**config.mk**
```make
export PLATFORM = sky130hd
export DESIGN_NAME = change_dispenser
export DESIGN_NICKNAME = d
export VERILOG_FILES = /design/src/rtl/change_dispenser.sv
export SDC_FILE = /design/constraint.sdc
export NUM_CORES = 1
export LEC_CHECK = 0
export CORE_MARGIN = 1
export CORE_UTILIZATION = 50
export DETAILED_ROUTE_END_ITERATION = 7
export GPL_TIMING_DRIVEN = 1
export PLACE_DENSITY = 0.75
export SLEW_MARGIN = 5
export SYNTH_ARGS = -nofsm -noshare
export SYNTH_HDL_FRONTEND = slang
export SYNTH_SLANG_ARGS = --single-unit
```
**constraint.sdc**
```tcl
create_clock -name clk -period 3.69 [get_ports clk]
set_clock_uncertainty 0.2 [all_clocks]
set_input_delay 0.738 -clock clk [delete_from_list [all_inputs] [get_ports clk]]
set_output_delay 0.738 -clock clk [all_outputs]
set_load 0.05 [all_outputs]
```
**src/rtl/change_dispenser.sv**
```systemverilog
// Turns one change request into a timed series of single-coin eject pulses.
// Coins are chosen largest first, and any hopper that reports empty is skipped.
module change_dispenser #(
    parameter int AMT_W        = 8,
    parameter int VAL_HI       = 5,
    parameter int VAL_MID      = 2,
    parameter int VAL_LO       = 1,
    parameter int PULSE_CYCLES = 2,
    parameter int GAP_CYCLES   = 1
) (
    input  logic             clk,
    input  logic             reset,
    input  logic             change_valid,
    input  logic [AMT_W-1:0] change_amount,
    input  logic [2:0]       hopper_empty,
    input  logic             fault_clr,
    output logic             ready,
    output logic             busy,
    output logic [2:0]       coin_out,
    output logic             done,
    output logic             fault,
    output logic [AMT_W-1:0] remaining,
    output logic [7:0]       coin_count
);
    localparam int TMR_MAX = (PULSE_CYCLES > GAP_CYCLES) ? PULSE_CYCLES : GAP_CYCLES;
    localparam int TMR_W   = (TMR_MAX > 1) ? $clog2(TMR_MAX) : 1;

    localparam logic [AMT_W-1:0] HI_V  = AMT_W'(VAL_HI);
    localparam logic [AMT_W-1:0] MID_V = AMT_W'(VAL_MID);
    localparam logic [AMT_W-1:0] LO_V  = AMT_W'(VAL_LO);

    localparam logic [2:0] S_IDLE   = 3'd0;
    localparam logic [2:0] S_SELECT = 3'd1;
    localparam logic [2:0] S_PULSE  = 3'd2;
    localparam logic [2:0] S_GAP    = 3'd3;
    localparam logic [2:0] S_DONE   = 3'd4;
    localparam logic [2:0] S_FAULT  = 3'd5;

    logic [2:0]       state_q, state_d;
    logic [AMT_W-1:0] rem_q, rem_d;
    logic [7:0]       cnt_q, cnt_d;
    logic [2:0]       coin_q, coin_d;
    logic [TMR_W-1:0] tmr_q, tmr_d;
    logic             ready_q, busy_q, done_q, fault_q;

    logic [2:0]       pick;
    logic [AMT_W-1:0] pick_val;

    // Greedy selection: the highest denomination that still fits and is stocked
    always_comb begin
        pick     = 3'b000;
        pick_val = '0;
        if (!hopper_empty[2] && rem_q >= HI_V) begin
            pick     = 3'b100;
            pick_val = HI_V;
        end else if (!hopper_empty[1] && rem_q >= MID_V) begin
            pick     = 3'b010;
            pick_val = MID_V;
        end else if (!hopper_empty[0] && rem_q >= LO_V) begin
            pick     = 3'b001;
            pick_val = LO_V;
        end
    end

    always_comb begin
        state_d = state_q;
        rem_d   = rem_q;
        cnt_d   = cnt_q;
        coin_d  = coin_q;
        tmr_d   = tmr_q;
        case (state_q)
            S_IDLE: begin
                if (change_valid) begin
                    rem_d   = change_amount;
                    cnt_d   = '0;
                    state_d = (change_amount == '0) ? S_DONE : S_SELECT;
                end
            end
            S_SELECT: begin
                if (pick != 3'b000) begin
                    state_d = S_PULSE;
                    coin_d  = pick;
                    rem_d   = rem_q - pick_val;
                    cnt_d   = (cnt_q == 8'hFF) ? cnt_q : cnt_q + 8'd1;
                    tmr_d   = TMR_W'(PULSE_CYCLES - 1);
                end else begin
                    state_d = S_FAULT;
                end
            end
            S_PULSE: begin
                if (tmr_q == '0) begin
                    state_d = S_GAP;
                    coin_d  = 3'b000;
                    tmr_d   = TMR_W'(GAP_CYCLES - 1);
                end else begin
                    tmr_d = tmr_q - 1'b1;
                end
            end
            S_GAP: begin
                if (tmr_q == '0) state_d = (rem_q == '0) ? S_DONE : S_SELECT;
                else             tmr_d   = tmr_q - 1'b1;
            end
            S_DONE: state_d = S_IDLE;
            S_FAULT: begin
                if (fault_clr) begin
                    state_d = S_IDLE;
                    rem_d   = '0;
                end
            end
            default: state_d = S_IDLE;
        endcase
    end

    // Status flags are decoded from the next state so that every output comes straight from a flop
    always_ff @(posedge clk) begin
        if (reset) begin
            state_q <= S_IDLE;
            rem_q   <= '0;
            cnt_q   <= '0;
            coin_q  <= 3'b000;
            tmr_q   <= '0;
            ready_q <= 1'b1;
            busy_q  <= 1'b0;
            done_q  <= 1'b0;
            fault_q <= 1'b0;
        end else begin
            state_q <= state_d;
            rem_q   <= rem_d;
            cnt_q   <= cnt_d;
            coin_q  <= coin_d;
            tmr_q   <= tmr_d;
            ready_q <= (state_d == S_IDLE);
            busy_q  <= (state_d == S_SELECT) || (state_d == S_PULSE) || (state_d == S_GAP);
            done_q  <= (state_d == S_DONE);
            fault_q <= (state_d == S_FAULT);
        end
    end

    assign ready      = ready_q;
    assign busy       = busy_q;
    assign coin_out   = coin_q;
    assign done       = done_q;
    assign fault      = fault_q;
    assign remaining  = rem_q;
    assign coin_count = cnt_q;
endmodule

```
==> results of run 1 <==
## critical path, cell delays in order
cell	delay (ns)
clkdlybuf4s50_1	0.52
nor4b_4	0.41
or3_1	0.16
ha_1	0.15
inv_1	0.06
fa_1	0.39
nand2_1	0.10
and3_1	0.20
nand2_1	0.07
a32o_1	0.25
## how the worst min path moves through the flow
| stage | from | end | slack [ns] | depth (start not counted) |
|---|---|---|---|---|
| 3_3_place_gp | coin_out[1] | coin_out[1] | 0.26 | 2 |
| 3_5_place_dp | coin_out[0] | coin_out[0] | 0.27 | 2 |
| 4_1_cts | coin_out[0] | coin_out[0] | 0.29 | 2 |
| 6_report | coin_out[0] | coin_out[0] | 0.29 | 2 |
| 5_1_grt | coin_out[0] | coin_out[0] | 0.32 | 2 |
| 2_1_floorplan | tmr_q | tmr_q | 0.30 | 2 |
## power groups by stage
stage	combinational [mW]	sequential, mW	clock (mW)
2_1_floorplan	0.841	0.684	0
3_3_place_gp	1.37	0.504	0
3_5_place_dp	1.38	0.505	0
4_1_cts	1.39	0.500	0.131
5_1_grt	1.52	0.518	0.147
6_report	1.41	0.502	0.127
## metal layers
layer | GRT usage | up-vias | wire length [µm]
li1 | - | 840 | -
met1 | 0.356 | 803 | 1950
met2 | 0.444 | 77 | 2210
met3 | 0.0325 | 4 | 306
met4 | 0.0764 | 0 | 37
met5 | 0 | - | 0
## layout by cell type (no fill, tap or decap), types with 6 or more instances in the layout
| master | synthesis | final |
|---|---|---|
| clkdlybuf4s50_1 | 0 | 37 |
| dfxtp_1 | 27 | 27 |
| nor2_1 | 20 | 20 |
| nand2_1 | 12 | 12 |
| a21oi_1 | 11 | 11 |
| nor3_1 | 10 | 10 |
| nand3_1 | 8 | 8 |
| o21ai_0 | 6 | 6 |
| inv_1 | 6 | 6 |
| and3_1 | 6 | 6 |
| a211oi_1 | 6 | 6 |
## layout make-up
type | count | area (µm²) | share of cell area
Timing Repair Buffer | 39 | 385 | 0.181
Sequential cell | 27 | 541 | 0.255
Multi-Input combinational cell | 155 | 1090 | 0.511
Tap cell | 44 | 55.1 | 0.0259
Inverter | 8 | 30.0 | 0.0141
Clock buffer | 4 | 26.3 | 0.0124
## per-stage QoR
stage / total power, mW / setup slack, ns / hold slack [ns] / instances
4_1_cts: 2.02 / 0.695 / 0.292 / 277
6_report: 2.03 / 0.678 / 0.287 / 277
5_1_grt: 2.18 / 0.543 / 0.316 / 277
3_5_place_dp: 1.89 / 0.332 / 0.273 / 273
2_1_floorplan: 1.53 / 0.790 / 0.298 / 198
3_3_place_gp: 1.88 / 0.413 / 0.259 / 273
## kinds of logic after synthesis
group / count (synthesis) / share of synthesized area
compound gates: 57 / 0.260
xor+xnor: 1 / 0.00519
fa+ha+maj: 5 / 0.0415
buf+inv: 16 / 0.0370
flops: 27 / 0.320
mux: 2 / 0.0119
simple gates: 90 / 0.324
## registers in the layout (all words and copies together), names as in the netlist, 3 cells and up
signal	count
coin_count	8
coin_out	3
remaining	8
state_q	3
==> flow_metrics.py, run 1 <==
metrics = {
    "status": {
        "outcome": "finished, final reports clean",
    },
    "global_routing": {
        "gr-usage-all-layers": 0.266,
        "antenna_found_initial": 0,
        "grt_start_max_net_pins": 17,
        "first_global_vias": 1548,
        "grt_pass1_wl_um": 7250,
        "grt-ovfl-total": 0,
    },
    "pwr": {
        "ir_worst_vdd_mv": 0.506,
        "seqPwrFrac": 0.247,
        "switchingPower_mw": 1.10,
        "internal_power_mw": 0.935,
        "pwr-share-comb": 0.691,
        "p_clk_frac": 0.063,
        "switching_share": 0.541,
        "power.leakage_nw": 0.737,
        "power_density_nw_per_um2": 958,
    },
    "synth": {
        "ys_ff_latch": 27,
        "synth-main-ff-cell": "dfxtp_1",
        "syn_area_um2": 1690,
        "synth_edf_count": 0,
        "synth_most_common_cell": "dfxtp_1",
        "syn-num-nets": 218,
        "yosys-top-cells-area": "dfxtp_1 (32%), nor2_1 (4.4%), a21oi_1 (3.3%), a32o_1 (3.0%), ha_1 (3.0%)",
        "asyncSetResetFlopFracSynth": 0,
        "synth_common_cells": "dfxtp_1 (27), nor2_1 (20), nand2_1 (12), a21oi_1 (11), nor3_1 (10)",
        "synth_warnings": 0,
        "syn_avg_cell_area_um2": 8.53,
        "ys_seq_area_frac": 0.320,
        "yosysUniqueCellTypes": 50,
        "synth_top_area_share": 0.320,
        "yosysTopAreaCell": "dfxtp_1",
        "synth_cells": 198,
    },
    "worst_setup_path": {
        "cp_max_fo": 5,
        "reg2regPathDepth": 11,
        "critPathCaptureType": "register",
        "r2r_end": "remaining[6]",
        "crit_required_ns": 3.73,
        "ff2ff_setup_slack_ns": 0.69,
        "regToRegStartpoint": "remaining[4]",
        "critPathCapture": "remaining[4]",
        "cp-start-kind": "input pin",
        "crit_arrival_ns": 3.05,
        "crit_start": "hopper_empty[0]",
        "crit_type": "input pin to register",
    },
    "timing": {
        "slew_violations": 0,
        "post-route-period-util": 0.816,
        "relSlewSlack": 0.471,
        "hold_viol": 0,
        "finalCriticalPeriod_ns": 3.01,
        "fmax_mhz": 332,
        "setup_violations": 0,
        "fin_tns_setup_ns": 0,
        "rsz0062_at_grt": "no",
        "worst_slew_pin_slew_ns": 0.786,
    },
    "detailed_routing": {
        "drcViolationCount": 0,
        "drt_wl_total_um": 4510,
        "vias": 1724,
        "firstDrtPassIters": 4,
        "wl_per_cell_um": 16.3,
        "drtAntennaViolNets": 0,
        "drtIter0Drc": 142,
        "vias_per_cell": 6.22,
    },
    "placement": {
        "placed_area_um2": 2100,
        "portBuffers": 37,
        "gp_congestion": 0.859,
        "dpl.hpwl_um": 3450,
    },
    "clocking": {
        "clk_latency_ns": 0.32,
        "cts.repair.resized": 0,
        "root_buffer": "clkbuf_4",
        "clock-sinks": 27,
        "cts_buffer_depth": 2,
        "cts_hold_buf": 0,
        "cts_tree": "built",
        "ctsHtreeMaxLevel": 1,
        "path_clk_slew_ns": 0.15,
        "cts_setup_buffers": 0,
        "cts_buffers": 3,
    },
    "final_layout": {
        "drive_gt1_frac": 0.0901,
        "insertedDiodeCount": 0,
        "postLayoutCellArea_um2": 2120,
        "final_util": 0.679,
        "fill_cells": 278,
        "nets": 254,
        "synthToLayoutAreaGrowth_pct": 25.7,
    },
    "die": {
        "rows": 20,
        "die_w_um": 60.1,
        "start_util": 0.540,
        "coreArea_um2": 3130,
        "dieArea_um2": 3610,
        "fp.dieH_um": 60.1,
        "io_pins": 38,
    },
    "worst_hold_path": {
        "hold_path.class": "register to register",
    },
    "run": {
        "drv_cap": 0,
    },
}
Note: power is estimated with default switching activity, not from simulation.
==> run 2: changes to the inputs <==
- clock period: 3.69 -> 2.9 ns (I/O delays scaled with it)
==> flow_metrics.py, run 2 (same netlist as run 1, synthesis figures left out) <==
metrics = {
    "status": {
        "outcome": "finished, final reports clean",
    },
    "worst_setup_path": {
        "crit_path_top_delay_cell": "dfxtp_2",
        "critPathCaptureType": "register",
        "regToRegStartpoint": "remaining[6]",
        "crit_path_max_incr_delay_ns": 0.38,
        "crit_type": "register to register",
        "ff2ff_setup_slack_ns": 0.13,
        "cp-start-kind": "register",
        "crit_required_ns": 2.94,
        "reg2regPathDepth": 12,
        "cp_max_fo": 4,
        "crit_chain": "nor3_4 > and2_4 > nor3b_1 > or3_1 > ha_1 > inv_1 > fa_2 > nand2_1 > and3_1 > a22oi_1 > nor2_1 > a32o_1",
        "crit_arrival_ns": 2.81,
        "r2r_end": "remaining[4]",
    },
    "final_layout": {
        "multi_input_area_um2": 1100,
        "final_cells": 295,
        "final_util": 0.729,
        "synthToLayoutAreaGrowth_pct": 35.0,
        "regArea_um2": 547,
        "nets": 272,
        "final_common_cell": "clkdlybuf4s50_1",
        "fill_cells": 248,
        "layout_common_cells": "clkdlybuf4s50_1 (37), dfxtp_1 (22), nor2_1 (20), buf_4 (20), nand2_1 (12)",
        "postLayoutCellArea_um2": 2280,
        "drive_gt1_frac": 0.187,
        "insertedDiodeCount": 0,
    },
    "timing": {
        "slew_violations": 0,
        "post-route-period-util": 0.954,
        "worst_slew_pin_slew_ns": 0.522,
        "hold_viol": 0,
        "fin_tns_setup_ns": 0,
        "layout_setup_ws_ns": 0.133,
        "relSlewSlack": 0.651,
        "finalCriticalPeriod_ns": 2.77,
        "fmax_mhz": 361,
        "setup_violations": 0,
        "holdWs_ns": 0.286,
    },
    "global_routing": {
        "grt_pass1_wl_um": 8100,
        "grt-ovfl-total": 0,
        "grt_start_max_net_pins": 17,
        "antenna_found_initial": 0,
        "first_global_vias": 1787,
        "gr-usage-all-layers": 0.297,
    },
    "worst_hold_path": {
        "hold_path.class": "register to register",
        "hold_path_depth": 2,
        "hold_path_startpoint": "coin_out[1]",
        "holdPathEnd": "coin_out[1]",
    },
    "run": {
        "drv_cap": 0,
    },
    "die": {
        "start_util": 0.540,
        "rows": 20,
        "die_w_um": 60.1,
        "fp.dieH_um": 60.1,
        "coreArea_um2": 3130,
        "io_pins": 38,
        "dieArea_um2": 3610,
    },
    "clocking": {
        "cts_buffers": 3,
        "root_buffer": "clkbuf_4",
        "ctsHtreeMaxLevel": 1,
        "cts_tree": "built",
        "clk_latency_ns": 0.33,
        "clock-sinks": 27,
        "path_clk_slew_ns": 0.15,
        "cts_buffer_depth": 2,
    },
    "detailed_routing": {
        "drtAntennaViolNets": 0,
        "drcViolationCount": 0,
        "vias": 1865,
        "firstDrtPassIters": 5,
        "drtIter0Drc": 149,
        "drt_wl_total_um": 5050,
        "vias_per_cell": 6.32,
        "wl_per_cell_um": 17.1,
    },
    "placement": {
        "placed_area_um2": 2210,
        "gp_congestion": 0.931,
        "dpl.hpwl_um": 3830,
        "dp_cells": 288,
        "portBuffers": 37,
        "place_ws_ns": -0.187,
    },
    "pwr": {
        "power.leakage_nw": 0.830,
        "finalPower_mw": 2.90,
        "power_density_nw_per_um2": 1270,
        "ir_worst_vdd_mv": 0.710,
    },
}
-- run 2: how the worst max path moves through the flow --
stage                     cells past startpoint      endpoint            start  slack, ns
after floorplan                              11  remaining[6]     remaining[4]       0.03
after global placement                       10  remaining[4]  hopper_empty[0]      -0.10
after detailed placement                     10  remaining[4]  hopper_empty[0]      -0.19
after CTS                                    12  remaining[4]     remaining[4]       0.03
after global routing                         12  remaining[4]     remaining[6]      -0.03
final                                        12  remaining[4]     remaining[6]       0.13
-- run 2: cell type report --
cell class | count | share of cell area
multi-input combinational | 155 | 0.481
sequential | 27 | 0.240
clock buffer | 3 | 0.00988
inverter | 8 | 0.0132
tap | 44 | 0.0241
timing repair buffer | 57 | 0.228
clock inverter | 1 | 0.00329
-- run 2: report_power, final --
part           leakage, nW  internal (mW)  switching [mW]
sequential           0.222          0.488           0.147
combinational        0.593          0.857            1.23
clock               0.0139         0.0529           0.121
-- run 2: what timing repair did --
action                                 CTS  global route
setup buffers                            0             3
hold buffers                             0             0
setup endpoints to repair                0             4
resized for setup                        0             7
endpoints found under the hold margin    0             0
-- run 2: layer usage --
metal  vias up  part of all wire  track usage
li1        872                 -            -
met1       885              0.42        0.367
met2        98              0.50        0.504
met3        10             0.064       0.0606
met4         0             0.021        0.103
met5         -                 0            0
-- run 2: critical path: cells and delay by family (launching register included) --
| kind | cells | cell delay, ns |
|---|---|---|
| buf+inv | 1 | 0.07 |
| simple gates | 7 | 1.23 |
| fa+ha+maj | 2 | 0.42 |
| compound gates | 2 | 0.36 |
| flops | 1 | 0.38 |
==> run 3: changes to the inputs <==
- CORE_UTILIZATION: 50 -> 45
- PLACE_DENSITY: 0.75 -> 0.69
==> flow_metrics.py, run 3 (same netlist as run 1, synthesis figures left out) <==
metrics = {
    "worst_setup_path": {
        "crit_required_ns": 2.87,
        "critPathCaptureType": "register",
        "crit_arrival_ns": 2.77,
        "crit_type": "input pin to register",
        "regToRegStartpoint": "remaining[4]",
        "reg2regPathDepth": 12,
        "cp_max_fo": 3,
        "r2r_end": "remaining[6]",
        "cp-start-kind": "input pin",
        "ff2ff_setup_slack_ns": 0.13,
    },
    "die": {
        "io_pins": 38,
        "dieArea_um2": 4000,
        "coreArea_um2": 3470,
        "start_util": 0.487,
        "die_w_um": 63.3,
        "rows": 21,
        "fp.dieH_um": 63.3,
    },
    "global_routing": {
        "grt.busiest_layer": "met2",
        "grt_use_met1": 0.329,
        "antenna_found_initial": 0,
        "grt_start_max_net_pins": 18,
        "use_met3": 0.0326,
        "gr-usage-all-layers": 0.253,
        "first_global_vias": 1786,
        "met2_usage": 0.442,
        "grt-ovfl-total": 0,
        "grt_pass1_wl_um": 8160,
    },
    "timing": {
        "setup_violations": 0,
        "post-route-period-util": 0.966,
        "fmax_mhz": 357,
        "layout_setup_ws_ns": 0.0994,
        "hold_viol": 0,
        "holdWs_ns": 0.281,
        "relSlewSlack": 0.593,
        "slew_violations": 0,
        "worst_slew_pin_slew_ns": 0.604,
        "finalCriticalPeriod_ns": 2.80,
    },
    "clocking": {
        "clk_latency_ns": 0.27,
        "cts_buffers": 3,
        "clock-sinks": 27,
        "cts_buffer_depth": 2,
        "cts_tree": "built",
        "path_clk_slew_ns": 0.10,
        "root_buffer": "clkbuf_8",
        "ctsHtreeMaxLevel": 1,
    },
    "status": {
        "outcome": "finished, final reports clean",
    },
    "detailed_routing": {
        "vias": 1784,
        "drtIter0Drc": 142,
        "drtAntennaViolNets": 0,
        "drt_wl_total_um": 4840,
        "drcViolationCount": 0,
        "vias_per_cell": 6.03,
        "wl_per_cell_um": 16.3,
        "firstDrtPassIters": 7,
    },
    "pwr": {
        "power.leakage_nw": 0.832,
        "ir_worst_vdd_mv": 0.741,
        "power_density_nw_per_um2": 1270,
    },
    "final_layout": {
        "final_common_cell": "clkdlybuf4s50_1",
        "layout_common_cells": "clkdlybuf4s50_1 (37), dfxtp_1 (25), nor2_1 (20)",
        "drive_gt1_frac": 0.172,
        "final_cells": 296,
        "postLayoutCellArea_um2": 2290,
        "nets": 271,
        "insertedDiodeCount": 0,
        "synthToLayoutAreaGrowth_pct": 35.6,
    },
    "placement": {
        "dpl.hpwl_um": 3720,
        "placed_area_um2": 2220,
        "dp_cells": 291,
        "gp_congestion": 0.921,
        "portBuffers": 37,
        "place_ws_ns": -0.173,
    },
    "worst_hold_path": {
        "hold_path_depth": 2,
        "hold_path_startpoint": "coin_out[0]",
        "holdPathEnd": "coin_out[0]",
        "hold_path.class": "register to register",
    },
    "run": {
        "drv_cap": 0,
    },
}
run 3: worst max-delay path by stage:
| stage | from | end | slack (ns) |
|---|---|---|---|
| floorplan | remaining[4] | remaining[6] | 0.03 |
| global placement | hopper_empty[0] | remaining[4] | -0.09 |
| detailed placement | hopper_empty[0] | remaining[4] | -0.17 |
| CTS | remaining[1] | remaining[4] | 0.05 |
| global route | remaining[7] | remaining[6] | -0.002 |
| finish | hopper_empty[0] | remaining[6] | 0.1 |
run 3: per-stage QoR:
step           TNS (ns)  utilization  power (mW)
3_5_place_dp     -0.482        0.640        2.60
2_1_floorplan         0            -        1.94
6_report              0        0.661        2.90
4_1_cts               0        0.653        2.82
5_1_grt        -0.00167        0.661        3.10
3_3_place_gp     -0.254        0.640        2.58
run 3: layout make-up:
| cell class | count | area (µm²) |
|---|---|---|
| clock buffers | 4 | 45.0 |
| fillers | 305 | 1180 |
| inverters | 8 | 30.0 |
| multi-input cells | 155 | 1100 |
| flip-flops and latches | 27 | 543 |
| well taps | 46 | 57.6 |
| repair buffers | 56 | 513 |
run 3: metal layers:
layer  wire, µm  share of wire
met5          0              0
met4         47         0.0097
met3        315          0.065
met1       2090           0.43
met2       2390           0.49
run 3: what timing repair did:
item,in CTS,in global routing
hold buffers,0,0
setup endpoints to repair,0,2
gates resized for setup,0,5
setup buffers,0,1
run 3: critical path: stages:
cell	delay, ns
clkdlybuf4s50_1	0.55
nor4b_4	0.07
or3_1	0.35
ha_1	0.20
inv_1	0.07
fa_2	0.20
nand2_1	0.07
and3_1	0.23
a22oi_1	0.16
nor2_1	0.07
a32o_1	0.20
run 3: power by group:
part	total, mW	internal [mW]	leakage, nW	switching (mW)
registers	0.632	0.483	0.221	0.149
clock network	0.214	0.0983	0.0228	0.116
logic	2.06	0.840	0.588	1.21
